## config.mk

```make
export PLATFORM = sky130hd
export DESIGN_NAME = sync_fifo_pkt
export DESIGN_NICKNAME = d
export VERILOG_FILES = /design/src/rtl/sync_fifo_pkt.sv
export SDC_FILE = /design/constraint.sdc
export NUM_CORES = 1
export LEC_CHECK = 0
export BUFFER_PORTS_ARGS = -buffer_cell sky130_fd_sc_hd__buf_2
export CORE_ASPECT_RATIO = 1.1
export CORE_MARGIN = 2
export CORE_UTILIZATION = 55
export DETAILED_ROUTE_END_ITERATION = 10
export PLACE_DENSITY = 0.77
export SYNTH_ARGS = -nofsm -noshare
export SYNTH_HDL_FRONTEND = slang
export SYNTH_SLANG_ARGS = --single-unit
```

## constraint.sdc

```tcl
create_clock -name clock -period 5.7 [get_ports clock]
set_input_delay 0.57 -clock clock [delete_from_list [all_inputs] [get_ports clock]]
set_output_delay 0.57 -clock clock [all_outputs]
set_load 0.1 [all_outputs]
```

## src/rtl/sync_fifo_pkt.sv

```systemverilog
// sync_fifo_pkt: single-clock AXI-Stream FIFO with tlast framing, an optional
// store-and-forward packet mode and almost-full/almost-empty flags.
// Storage is a register array of {tlast, tdata}, and the output is
// first-word-fall-through.
// Optional feature macro: SYNC_FIFO_PKT_DROP_EN adds i_tdrop. A write beat
// with i_tdrop set discards the packet that is still being written.
module sync_fifo_pkt #(
    parameter int WIDTH     = 32,
    parameter int DEPTH     = 16,
    parameter bit PKT_MODE  = 1'b1,
    parameter int AFULL_TH  = DEPTH - 2,
    parameter int AEMPTY_TH = 2
) (
    input  logic             clock,
    input  logic             reset,
    input  logic             clear,
    input  logic [WIDTH-1:0] i_tdata,
    input  logic             i_tlast,
    input  logic             i_tvalid,
    output logic             i_tready,
`ifdef SYNC_FIFO_PKT_DROP_EN
    input  logic             i_tdrop,
`endif
    output logic [WIDTH-1:0] o_tdata,
    output logic             o_tlast,
    output logic             o_tvalid,
    input  logic             o_tready,
    output logic [15:0]      space,
    output logic [15:0]      occupied,
    output logic             almost_full,
    output logic             almost_empty,
    output logic [15:0]      pkt_count
);

    localparam int AW = $clog2(DEPTH);
    localparam int PW = AW + 1;

    // Pointers carry one extra bit so that full and empty can be told apart.
    logic [PW-1:0]  wr_ptr_r;
    logic [PW-1:0]  rd_ptr_r;
    logic [PW-1:0]  cm_ptr_r;
    logic           cut_thru_r;
    logic [15:0]    pkt_count_r;
    logic [WIDTH:0] mem_r [DEPTH];

    logic [PW-1:0]  occ_s;
    logic           full_s;
    logic [WIDTH:0] head_s;
    logic           wr_fire_s;
    logic           rd_fire_s;
    logic           drop_s;
    logic           store_s;
    logic           force_s;
    logic [PW-1:0]  cm_next_s;
    logic           ct_next_s;

    // Fill level, flags and the fall-through head of the FIFO.
    always_comb begin
        occ_s        = wr_ptr_r - rd_ptr_r;
        full_s       = (occ_s == PW'(DEPTH));
        occupied     = 16'(occ_s);
        space        = 16'(DEPTH) - 16'(occ_s);
        i_tready     = ~full_s & ~reset;
        almost_full  = (16'(occ_s) >= 16'(AFULL_TH));
        almost_empty = (16'(occ_s) <= 16'(AEMPTY_TH));
        if (PKT_MODE) begin
            o_tvalid = (cm_ptr_r != rd_ptr_r);
        end else begin
            o_tvalid = (wr_ptr_r != rd_ptr_r);
        end
        head_s    = mem_r[rd_ptr_r[AW-1:0]];
        o_tdata   = head_s[WIDTH-1:0];
        // Stored tlast is stale when the head is empty, so mask it.
        o_tlast   = head_s[WIDTH] & o_tvalid;
        pkt_count = pkt_count_r;
    end

    // Transfer qualifiers. A clear cycle swallows any handshake.
    always_comb begin
        wr_fire_s = i_tvalid & i_tready & ~clear;
        rd_fire_s = o_tvalid & o_tready & ~clear;
`ifdef SYNC_FIFO_PKT_DROP_EN
        drop_s    = wr_fire_s & i_tdrop;
`else
        drop_s    = 1'b0;
`endif
        store_s   = wr_fire_s & ~drop_s;
        // The FIFO holds a single unfinished packet and cannot accept its tail.
        force_s   = PKT_MODE & full_s & (cm_ptr_r == rd_ptr_r);
    end

    // Next commit pointer and cut-through flag.
    always_comb begin
        cm_next_s = cm_ptr_r;
        ct_next_s = cut_thru_r;
        if (!PKT_MODE) begin
            if (store_s) begin
                cm_next_s = wr_ptr_r + PW'(1);
            end else begin
                cm_next_s = cm_ptr_r;
            end
        end else if (force_s) begin
            // Publish the oversize packet and let its remainder flow through.
            cm_next_s = wr_ptr_r;
            ct_next_s = 1'b1;
        end else if (store_s && (i_tlast || cut_thru_r)) begin
            cm_next_s = wr_ptr_r + PW'(1);
            ct_next_s = cut_thru_r & ~i_tlast;
        end else if (drop_s) begin
            ct_next_s = 1'b0;
        end else begin
            cm_next_s = cm_ptr_r;
            ct_next_s = cut_thru_r;
        end
    end

    // Pointer, commit and packet-count state. Reset has priority over clear.
    always_ff @(posedge clock) begin
        if (reset || clear) begin
            wr_ptr_r    <= '0;
            rd_ptr_r    <= '0;
            cm_ptr_r    <= '0;
            cut_thru_r  <= 1'b0;
            pkt_count_r <= 16'h0000;
        end else begin
            if (rd_fire_s) begin
                rd_ptr_r <= rd_ptr_r + PW'(1);
            end
            if (drop_s) begin
                wr_ptr_r <= cm_ptr_r;
            end else if (store_s) begin
                wr_ptr_r <= wr_ptr_r + PW'(1);
            end
            cm_ptr_r   <= cm_next_s;
            cut_thru_r <= ct_next_s;
            if ((store_s & i_tlast) && !(rd_fire_s & head_s[WIDTH])) begin
                if (pkt_count_r != 16'hFFFF) begin
                    pkt_count_r <= pkt_count_r + 16'h0001;
                end
            end else if (!(store_s & i_tlast) && (rd_fire_s & head_s[WIDTH])) begin
                if (pkt_count_r != 16'h0000) begin
                    pkt_count_r <= pkt_count_r - 16'h0001;
                end
            end
        end
    end

    // Storage write. The array is intentionally left untouched by reset and clear.
    always_ff @(posedge clock) begin
        if (store_s) begin
            mem_r[wr_ptr_r[AW-1:0]] <= {i_tlast, i_tdata};
        end
    end

endmodule
```

## Word level (Yosys, flattened, before mapping)

Memories as Yosys holds them, arrays and structs flattened. A register that Yosys moved wholly into a read port is not among the register bits.
Cells that the tools add are included.

| operators by class | value |
|---|---|
| $add $sub $neg | 6 |
| order comparisons | 2 |
| equality and inequality tests | 5 |
| muxes and demuxes | 12 |
| bitwise operators | 14 |
| reduce and logical (&&, ||, !) cells | 12 |

Operators by type and width:

| cell | number |
|---|---|
| two-way mux 16 bit | 4 |
| adder 16 x 1 -> 16 bit (second input constant) | 1 |
| inequality test 16 bit (second input constant) | 1 |
| nonzero test 16 bit | 1 |
| subtractor 16 x 1 -> 16 bit (second input constant) | 1 |
| adder 5 x 1 -> 5 bit (second input constant) | 2 |
| bitwise AND 1 bit | 10 |
| two-way mux 5 bit | 2 |
| two-way mux 4 bit | 2 |
| nonzero test 2 bit | 3 |
| subtractor 5 x 5 -> 6 bit (first input constant) | 1 |
| equality test 5 bit | 1 |
| equality test 5 bit (second input constant) | 1 |
| greater-or-equal comparator 5 x 4 -> 1 bit (second input constant) | 1 |
| <= comparator 5 x 2 -> 1 bit (second input constant) | 1 |
| inequality test 5 bit | 1 |
| subtractor 5 bit | 1 |
| two-way mux 1 bit | 4 |
| NOT 1 bit | 4 |
| logical AND 1 bit | 3 |
| AND reduction 3 bit | 1 |
| logical NOT 1 bit | 2 |
| logical OR 1 bit | 2 |
| inequality test 2 x 1 -> 1 bit (second input constant) | 1 |

| storage, ports and cells | value |
|---|---|
| register bits after elaboration | 32 |
| RAM bits | 528 |
| bits of input ports | 38 |
| word-level logic and storage cells | 57 |
| memories kept | 1 |

Memory list:

| name | depth | bits a word | read ports | clocked after Yosys merged registers in | wr ports | RTL line | text |
|---|---|---|---|---|---|---|---|
| mem_r | 16 | 33 | 1 | 1 | 1 | 44 | `logic [WIDTH:0] mem_r [DEPTH];` |

## Logic depth before layout (Yosys ltp)

Gate-level depths: netlist of the first run.

| logic depth | value |
|---|---|
| depth in word-level cells | 11 |
| depth in mapped cells | 20 |
| mapped depth without buffers | 20 |

## Least setup slack after synthesis of the first run

No wires, ideal clock.

| timing path | value |
|---|---|
| kind | flip-flop to output port |
| start | register wr_ptr_r[0] |
| end | output port almost_empty |
| arrival | 6.861 ns |
| data required time | 5.130 ns |
| path slack | -1.731 ns |
| cell stages (with the launch flop) | 6 |
| path buffers | 0 |
| cell sequence | dfxtp_1 inv_1 ha_1 fa_1 xnor2_1 a2111oi_0 |

| between the ends | value |
|---|---|
| word-level cells in the longest chain between the ends | 2 |

RTL lines:

| item | RTL line | text |
|---|---|---|
| from (decl) | 39 | `logic [PW-1:0] wr_ptr_r;` |
| from (signal assigned) | 130 | `wr_ptr_r <= cm_ptr_r;` |
| from (signal assigned) | 132 | `wr_ptr_r <= wr_ptr_r + PW'(1);` |
| subtractor 5 bit | 59 | `occ_s = wr_ptr_r - rd_ptr_r;` |
| named net occupied[2] | 29 | `output logic [15:0] occupied,` |
| <= comparator 5 x 2 -> 1 bit | 65 | `almost_empty = (16'(occ_s) <= 16'(AEMPTY_TH));` |
| to (decl) | 31 | `output logic almost_empty,` |

The timed path passes the listed nets, and every way through them passes these cells.

## Worst setup path in the final report of the first run

| timing path | value |
|---|---|
| start | register wr_ptr_r[1] |
| end | register pkt_count_r[11] (netlist: pkt_count[11]) |

| between the ends | value |
|---|---|
| word-level cells in the longest chain between the ends | 11 |
| elaborated cells on any way between the ends | 15 |

RTL lines:

| item | RTL line | text |
|---|---|---|
| subtractor 5 bit * | 59 |  |
| equality test 5 bit * | 60 | `full_s = (occ_s == PW'(DEPTH));` |
| NOT 1 bit * | 63 | `i_tready = ~full_s & ~reset;` |
| bitwise AND 1 bit * | 63 |  |
| bitwise AND 1 bit * (2 in a row) | 80 | `wr_fire_s = i_tvalid & i_tready & ~clear;` |
| bitwise AND 1 bit * | 136, 140 |  |
| logical NOT 1 bit | 140 | `end else if (!(store_s & i_tlast) && (rd_fire_s & head_s[WIDTH])) begin` |
| logical AND 1 bit | 140 |  |
| nonzero test 2 bit (no source line) | - |  |
| AND reduction 3 bit (no source line) | - |  |
| to (signal assigned) | 138 | `pkt_count_r <= pkt_count_r + 16'h0001;` |
| to (signal assigned) | 142 | `pkt_count_r <= pkt_count_r - 16'h0001;` |
| to (decl) | 43 | `logic [15:0] pkt_count_r;` |

Every way passes the cells marked *; elsewhere a longest branch is shown, timed or not.
A chain may end at the register's enable or synchronous reset.

==> results of run 1 <==
-- power by group through the flow --
| stage | sequential, W | combinational, W | clock [W] |
|---|---|---|---|
| final | 0.00454 | 0.000318 | 0.00341 |
| after global routing | 0.00454 | 0.000337 | 0.00361 |
| after CTS | 0.00454 | 0.000318 | 0.00346 |
| after detailed placement | 0.00463 | 0.000316 | 0 |
| after global placement | 0.00463 | 0.000308 | 0 |
| after floorplan | 0.00463 | 0.000229 | 0 |
-- worst max-delay path, delay by kind of cell (launching register included) --
kind | cells | cell delay [ns]
fa+ha+maj | 4 | 1.48
simple gates | 4 | 1.25
compound gates | 6 | 0.93
buf+inv | 4 | 0.71
flops | 1 | 0.45
xor+xnor | 1 | 0.28
-- Yosys cell counts (all sizes together) (3+ instances only) --
cell type | number | area share (%)
a211oi | 7 | 0.23
a21o | 6 | 0.20
a21oi | 32 | 0.70
a31oi | 4 | 0.11
and2 | 4 | 0.11
and3 | 3 | 0.088
buf | 53 | 1.7
clkbuf | 15 | 0.25
dfxtp | 36 | 3.2
edfxtp | 528 | 69
ha | 28 | 1.5
inv | 18 | 0.30
mux4 | 165 | 17
nand2 | 36 | 0.59
nand2b | 3 | 0.082
nand3 | 14 | 0.31
nand4 | 9 | 0.25
nor2 | 46 | 0.76
nor3 | 12 | 0.26
nor4 | 4 | 0.11
o211ai | 4 | 0.13
o21a | 4 | 0.13
o21ai | 14 | 0.31
o41ai | 4 | 0.15
or3 | 3 | 0.088
xnor2 | 14 | 0.54
xor2 | 11 | 0.42
-- cell type report --
cell class                      instances  share of cell area [%]
Antenna cell                            3                  0.0292
Inverter                               18                   0.277
Timing Repair Buffer                  139                    2.98
Clock buffer                           69                    5.55
Sequential cell                       564                    64.5
Multi-Input combinational cell        465                    23.0
Tap cell                              560                    2.72
Clock inverter                         30                   0.982
-- through the flow --
step           util, %  area, sq um  TNS [ns]  total power [W]
2_1_floorplan        -        22900    -41.15          0.00486
3_3_place_gp      58.5        24000         0          0.00493
3_5_place_dp      58.5        24000         0          0.00494
4_1_cts           62.6        25700         0          0.00832
5_1_grt           62.6        25700         0          0.00848
6_report          62.6        25700         0          0.00827
-- logic make-up after synthesis --
group / after synthesis
muxes: 167
adders and majority gates: 30
DFF: 564
buffers and inverters: 86
other: 1
and+or+nand+nor: 146
xor gates and xnor gates: 25
AOI/OAI and AO/OA: 86
-- worst max-delay path by stage --
stage                startpoint       endpoint  cells after the start
floorplan           wr_ptr_r[0]   almost_empty                      9
global placement    wr_ptr_r[1]  pkt_count[11]                     19
detailed placement  wr_ptr_r[1]  pkt_count[10]                     19
CTS                 wr_ptr_r[1]  pkt_count[15]                     19
global route        wr_ptr_r[1]  pkt_count[10]                     19
finish              wr_ptr_r[1]  pkt_count[11]                     19
-- cells in the final DEF, fill, tap and decap left out, types with 9 or more instances in the layout --
cell type  netlist  final
edfxtp_1       528    528
mux4_2         133    133
buf_2            5    111
clkbuf_16        0     55
nand2_1         36     36
nor2_1          46     34
a21oi_1         32     32
mux4_1          32     32
dfxtp_1         36     31
buf_4           31     28
ha_1            28     27
inv_1           17     15
nand3_1         14     14
clkbuf_1        15     14
clkinv_1         0     14
o21ai_0         13     13
xnor2_1         14     13
nor2_4           0     12
xor2_1          11     11
conb_1           1     11
nand4_1          9      9
-- layer usage --
metal | share of wire [%] | track usage, %
met4 | 3.1 | 8.20
met3 | 8.6 | 4.93
met5 | 0.045 | 0
met1 | 38 | 31.7
met2 | 50 | 38.2
-- sequential cells by signal, indices dropped and copies added, names as in the netlist, named ones only --
register / cells
cut_thru_r: 1
wr_ptr_r: 5
mem_r: 528
pkt_count: 16
cm_ptr_r: 5
rd_ptr_r: 5
==> impl_metrics.ini, run 1 <==
[pwr]
clkPwrFrac_pct = 41.2
p_switching_w = 0.00175
combPwrFrac_pct = 3.8
p_int_w = 0.00651
peakVddDrop_uv = 246
power_density_nw_per_um2 = 321
sw_frac_of_total_pct = 21.2
power.leakage_nw = 8.23
seqPwrFrac_pct = 54.9

[worst_setup_path]
crit_type = reg2reg
r2r-start = wr_ptr_r[1]
worstRegToRegCells = 19
cp-start-kind = flip-flop
arrival_ns = 5.69
r2r_end = pkt_count[11]
crit_chain = inv_1, fa_2, inv_1, a21o_1, a21oi_1, xnor2_2, clkinvlp_4, ha_1, nor4b_4, and2_1, ha_1, inv_1, ha_1, a21o_1, a21oi_1, a211oi_1, or3_2, nand3_1, a21oi_1
rrSetupSlack_ns = 0.45
worst_path_max_delay_cell = nor4b_4
crit_required_ns = 6.14
endpoint_kind = flip-flop
critPathMaxStageDelay_ns = 0.47
crit_fanout = 15

[synthesis]
synth-xor-area-share_pct = 0.960
synth-seq-area-share_pct = 72.7
synth_seq_cells = 564
synth_area_sq_um = 22800
yosysWarnings = 0
synthSimpleGateAreaFrac_pct = 3.10
netlist_instances = 1105
synth-compound-area-share_pct = 2.44
yosys.area_share.adder_pct = 1.71
avgSynthCellArea_sq_um = 20.6
synth_edf_count = 528
synth_top_family_by_area = multiplexers
synth_flop_cell = edfxtp_1
synthMuxAreaShare_pct = 16.9
yosysUniqueCellTypes = 57
async_flop_share_pct = 0

[clock_tree]
worstSkewPairLatency_ns = 0.59
ctsResizeCount = 0
cts.clk_slew.worst_paths_ns = 0.06
ctsHoldBuffers = 0
cts_max_path_buffers = 3
root_buffer = clkbuf_16
cts_htree_levels = 2
cts_buffers = 54
cts.sinks = 564
cts_setup_buffers = 0
cts_tree = built

[flow_run]
maxCapViolCount = 0

[detailed_routing]
vias = 11300
viasPerCell = 6.14
ant_nets = 0
drc = 0
drtPass1Iterations = 5
totalWireLength_microns = 49100
dr.first_iter.drc_count = 1152
wire_per_inst_microns = 26.5

[place]
port-buffer-count = 111
hpwl_microns = 24600
post-place-ws_ns = 0.535
gp_congestion = 0.856
placed_cells = 1746

[finish]
final_cells = 1848
final_nets = 1310
n_fill_cell = 2777
drive_above_1_share_pct = 29.3
multi_input_area_sq_um = 5920
regArea_sq_um = 16600
area_delta_synth_final_pct = 12.8

[hold_path]
worstHoldEndpoint = mem_r[12][14]
min_from = i_tdata[14]
hold_path_depth = 1
min_path_type = in2reg

[floorplan]
die_y_microns = 218
io_pins = 123
die_area_sq_um = 43100
num_rows = 78
start_util_pct = 55.5
core_sq_um = 41100
die_w_microns = 198

[global_routing]
grt_usage_pct = 23.4
antenna_found_initial = 5
grt_first_pass_wirelength_microns = 72900
grt_overflow = 0
grt_pass1_vias = 11600
grt_max_degree = 61

[timing]
slew_violations = 0
rsz0062_at_grt = no
whs_ns = 0.351
worst_slack_ns = 0.451
timing.fmax_ghz = 0.191
relSlewSlack_pct = 36.4
fin_worst_skew_ns = 0.0228
fin_crit_sh_pct = 92.1
setup_viol_count_final = 0
final-hold-violation-count = 0
fin_crit_ns = 5.25
worstMarginPinSlew_ns = 0.955

[outcome]
status = finished clean
No activity file was read; power rests on OpenSTA's default activity.
==> inputs of run 2 (changes only) <==
Settings changed: CAP_MARGIN from default to 15.
Clock period 5.7 ns to 4.6 ns, I/O delays scaled along.
==> run 2 against run 1 <==
Compared with the run above:
- critical endpoint is now pkt_count[10]
- flip-flop and latch count unchanged
- clock skew down 0.0095 ns
- critical path type unchanged
- combinational power up 28%
- sequential share of layout area down 0.47 points
- sequential power up 24%
- maximum frequency up 20%
- global-route usage down 0.29 points
- largest power group unchanged
- highest routed layer unchanged
- register-to-register slack worse by 0.23 ns
- first-iteration DRC count up 5.4%
==> impl_metrics.ini, run 2 (synthesis gave the netlist of run 1 again) <==
[place]
hpwl_microns = 24100
placed_cell_area_sq_um = 24200
gp_congestion = 0.840
placed_cells = 1755
port-buffer-count = 111

[clock_tree]
cts.sinks = 564
root_buffer = clkbuf_16
cts_htree_levels = 2
cts.clk_slew.worst_paths_ns = 0.06
ctsHoldBuffers = 0
cts_tree = built
worstSkewPairLatency_ns = 0.57
cts_buffers = 52
cts_max_path_buffers = 3

[global_routing]
grt_first_pass_wirelength_microns = 72400
antenna_found_initial = 5
grt_overflow = 0
grt_max_degree = 68
grt_pass1_vias = 11600
grt_usage_pct = 23.2

[floorplan]
core_sq_um = 41100
die_y_microns = 218
io_pins = 123
start_util_pct = 55.5
die_w_microns = 198
num_rows = 78
die_area_sq_um = 43100

[worst_setup_path]
r2r_end = pkt_count[10]
endpoint_kind = flip-flop
worstRegToRegCells = 22
r2r-start = wr_ptr_r[0]
crit_required_ns = 5.08
rrSetupSlack_ns = 0.22
arrival_ns = 4.87
cp-startpoint = wr_ptr_r[0]
cp-start-kind = flip-flop
crit_fanout = 8
crit_type = reg2reg

[pwr]
p_switching_w = 0.00213
combPwrFrac_pct = 4.0
p_int_w = 0.00797
clkPwrFrac_pct = 40.4
sw_frac_of_total_pct = 21.1
power_density_nw_per_um2 = 390
seqPwrFrac_pct = 55.6
peakVddDrop_uv = 237
power.leakage_nw = 8.31

[timing]
timing.fmax_ghz = 0.228
slew_violations = 0
worstMarginPinSlew_ns = 0.948
relSlewSlack_pct = 36.8
final-hold-violation-count = 0
tns_ns = 0
fin_crit_sh_pct = 95.3
fin_crit_ns = 4.38
setup_viol_count_final = 0
fin_worst_skew_ns = 0.0133

[finish]
fin_area_sq_um = 25900
final_common_cell = edfxtp_1
largest_reg_flops = 528
final_nets = 1323
area_delta_synth_final_pct = 13.6
final_core_util_pct = 63.1
most-common-layout-cells = edfxtp_1, mux4_2, buf_2
final_cells = 1861
drive_above_1_share_pct = 31.8

[detailed_routing]
wl_met1_microns = 19400
vias = 11500
drtPass1Iterations = 5
routed-wl-met2_microns = 24900
totalWireLength_microns = 49000
top_layer = met5
wl_met3_microns = 3490
drc = 0
viasPerCell = 6.17
wire_per_inst_microns = 26.3
dr.first_iter.drc_count = 1214
ant_nets = 0

[hold_path]
worstHoldEndpoint = mem_r[12][29]
min_from = i_tdata[29]
min_path_type = in2reg
hold_path_depth = 1

[flow_run]
maxCapViolCount = 0

[outcome]
status = finished clean
==> run 2: cell type report <==
type / instances / area [sq um]
clock buffer: 73 / 1420
tap: 560 / 701
clock inverter: 23 / 166
fill: 2699 / 15200
multi-input combinational: 465 / 6020
sequential: 564 / 16600
timing repair buffer: 154 / 945
antenna: 4 / 10.0
inverter: 18 / 75.1
==> run 2: worst max-delay path, stage by stage, from the launching register on <==
cell	delay [ns]
dfxtp_4	0.34
inv_2	0.04
ha_2	0.19
fa_2	0.35
inv_1	0.06
a21o_1	0.13
a21oi_2	0.07
xnor2_2	0.24
clkinvlp_4	0.14
ha_2	0.23
nor4b_4	0.29
and2_4	0.19
ha_4	0.14
clkinvlp_4	0.14
buf_12	0.17
buf_4	0.13
ha_1	0.25
a211oi_2	0.26
nor3b_2	0.11
nor4b_2	0.37
nor2_1	0.11
xnor2_1	0.14
a211oi_1	0.21
==> run 2: what timing repair did <==
item,4_1_cts,5_1_grt
pin swaps,1,4
buffers inserted,4,2
endpoints found under the setup margin,5,23
gates cloned,0,0
resized for setup,5,19
==> run 2: layer usage <==
metal  vias up  GRT usage (%)
li1       4877              -
met1      6008           31.8
met2       506           38.4
met3        82           3.82
met4         4           7.37
met5         -              0
==> run 2: worst max path at each step <==
stage                          to  slack, ns  cells after the start
finish              pkt_count[10]       0.22                     22
global route        pkt_count[10]   -0.00004                     22
CTS                 pkt_count[15]       0.01                     21
detailed placement  pkt_count[14]      -0.09                     20
global placement    pkt_count[11]       0.07                     20
floorplan            almost_empty      -2.63                      9
==> run 2: metrics by stage <==
| step | hold slack, ns | setup slack (ns) | power (W) |
|---|---|---|---|
| finish | 0.257 | 0.217 | 0.0101 |
| CTS | 0.229 | 0.00978 | 0.0102 |
| global placement | 0.481 | 0.0741 | 0.00612 |
| floorplan | 0.460 | -2.63 | 0.00602 |
| detailed placement | 0.488 | -0.0884 | 0.00613 |
| global route | 0.250 | -0.0000395 | 0.0104 |
==> run 2: power groups by stage <==
stage | sequential, W | combinational [W] | clock, W
detailed placement | 0.00573 | 0.000396 | 0
global route | 0.00562 | 0.000428 | 0.00433
CTS | 0.00562 | 0.000401 | 0.00415
floorplan | 0.00574 | 0.000284 | 0
finish | 0.00562 | 0.000406 | 0.00408
global placement | 0.00573 | 0.000386 | 0
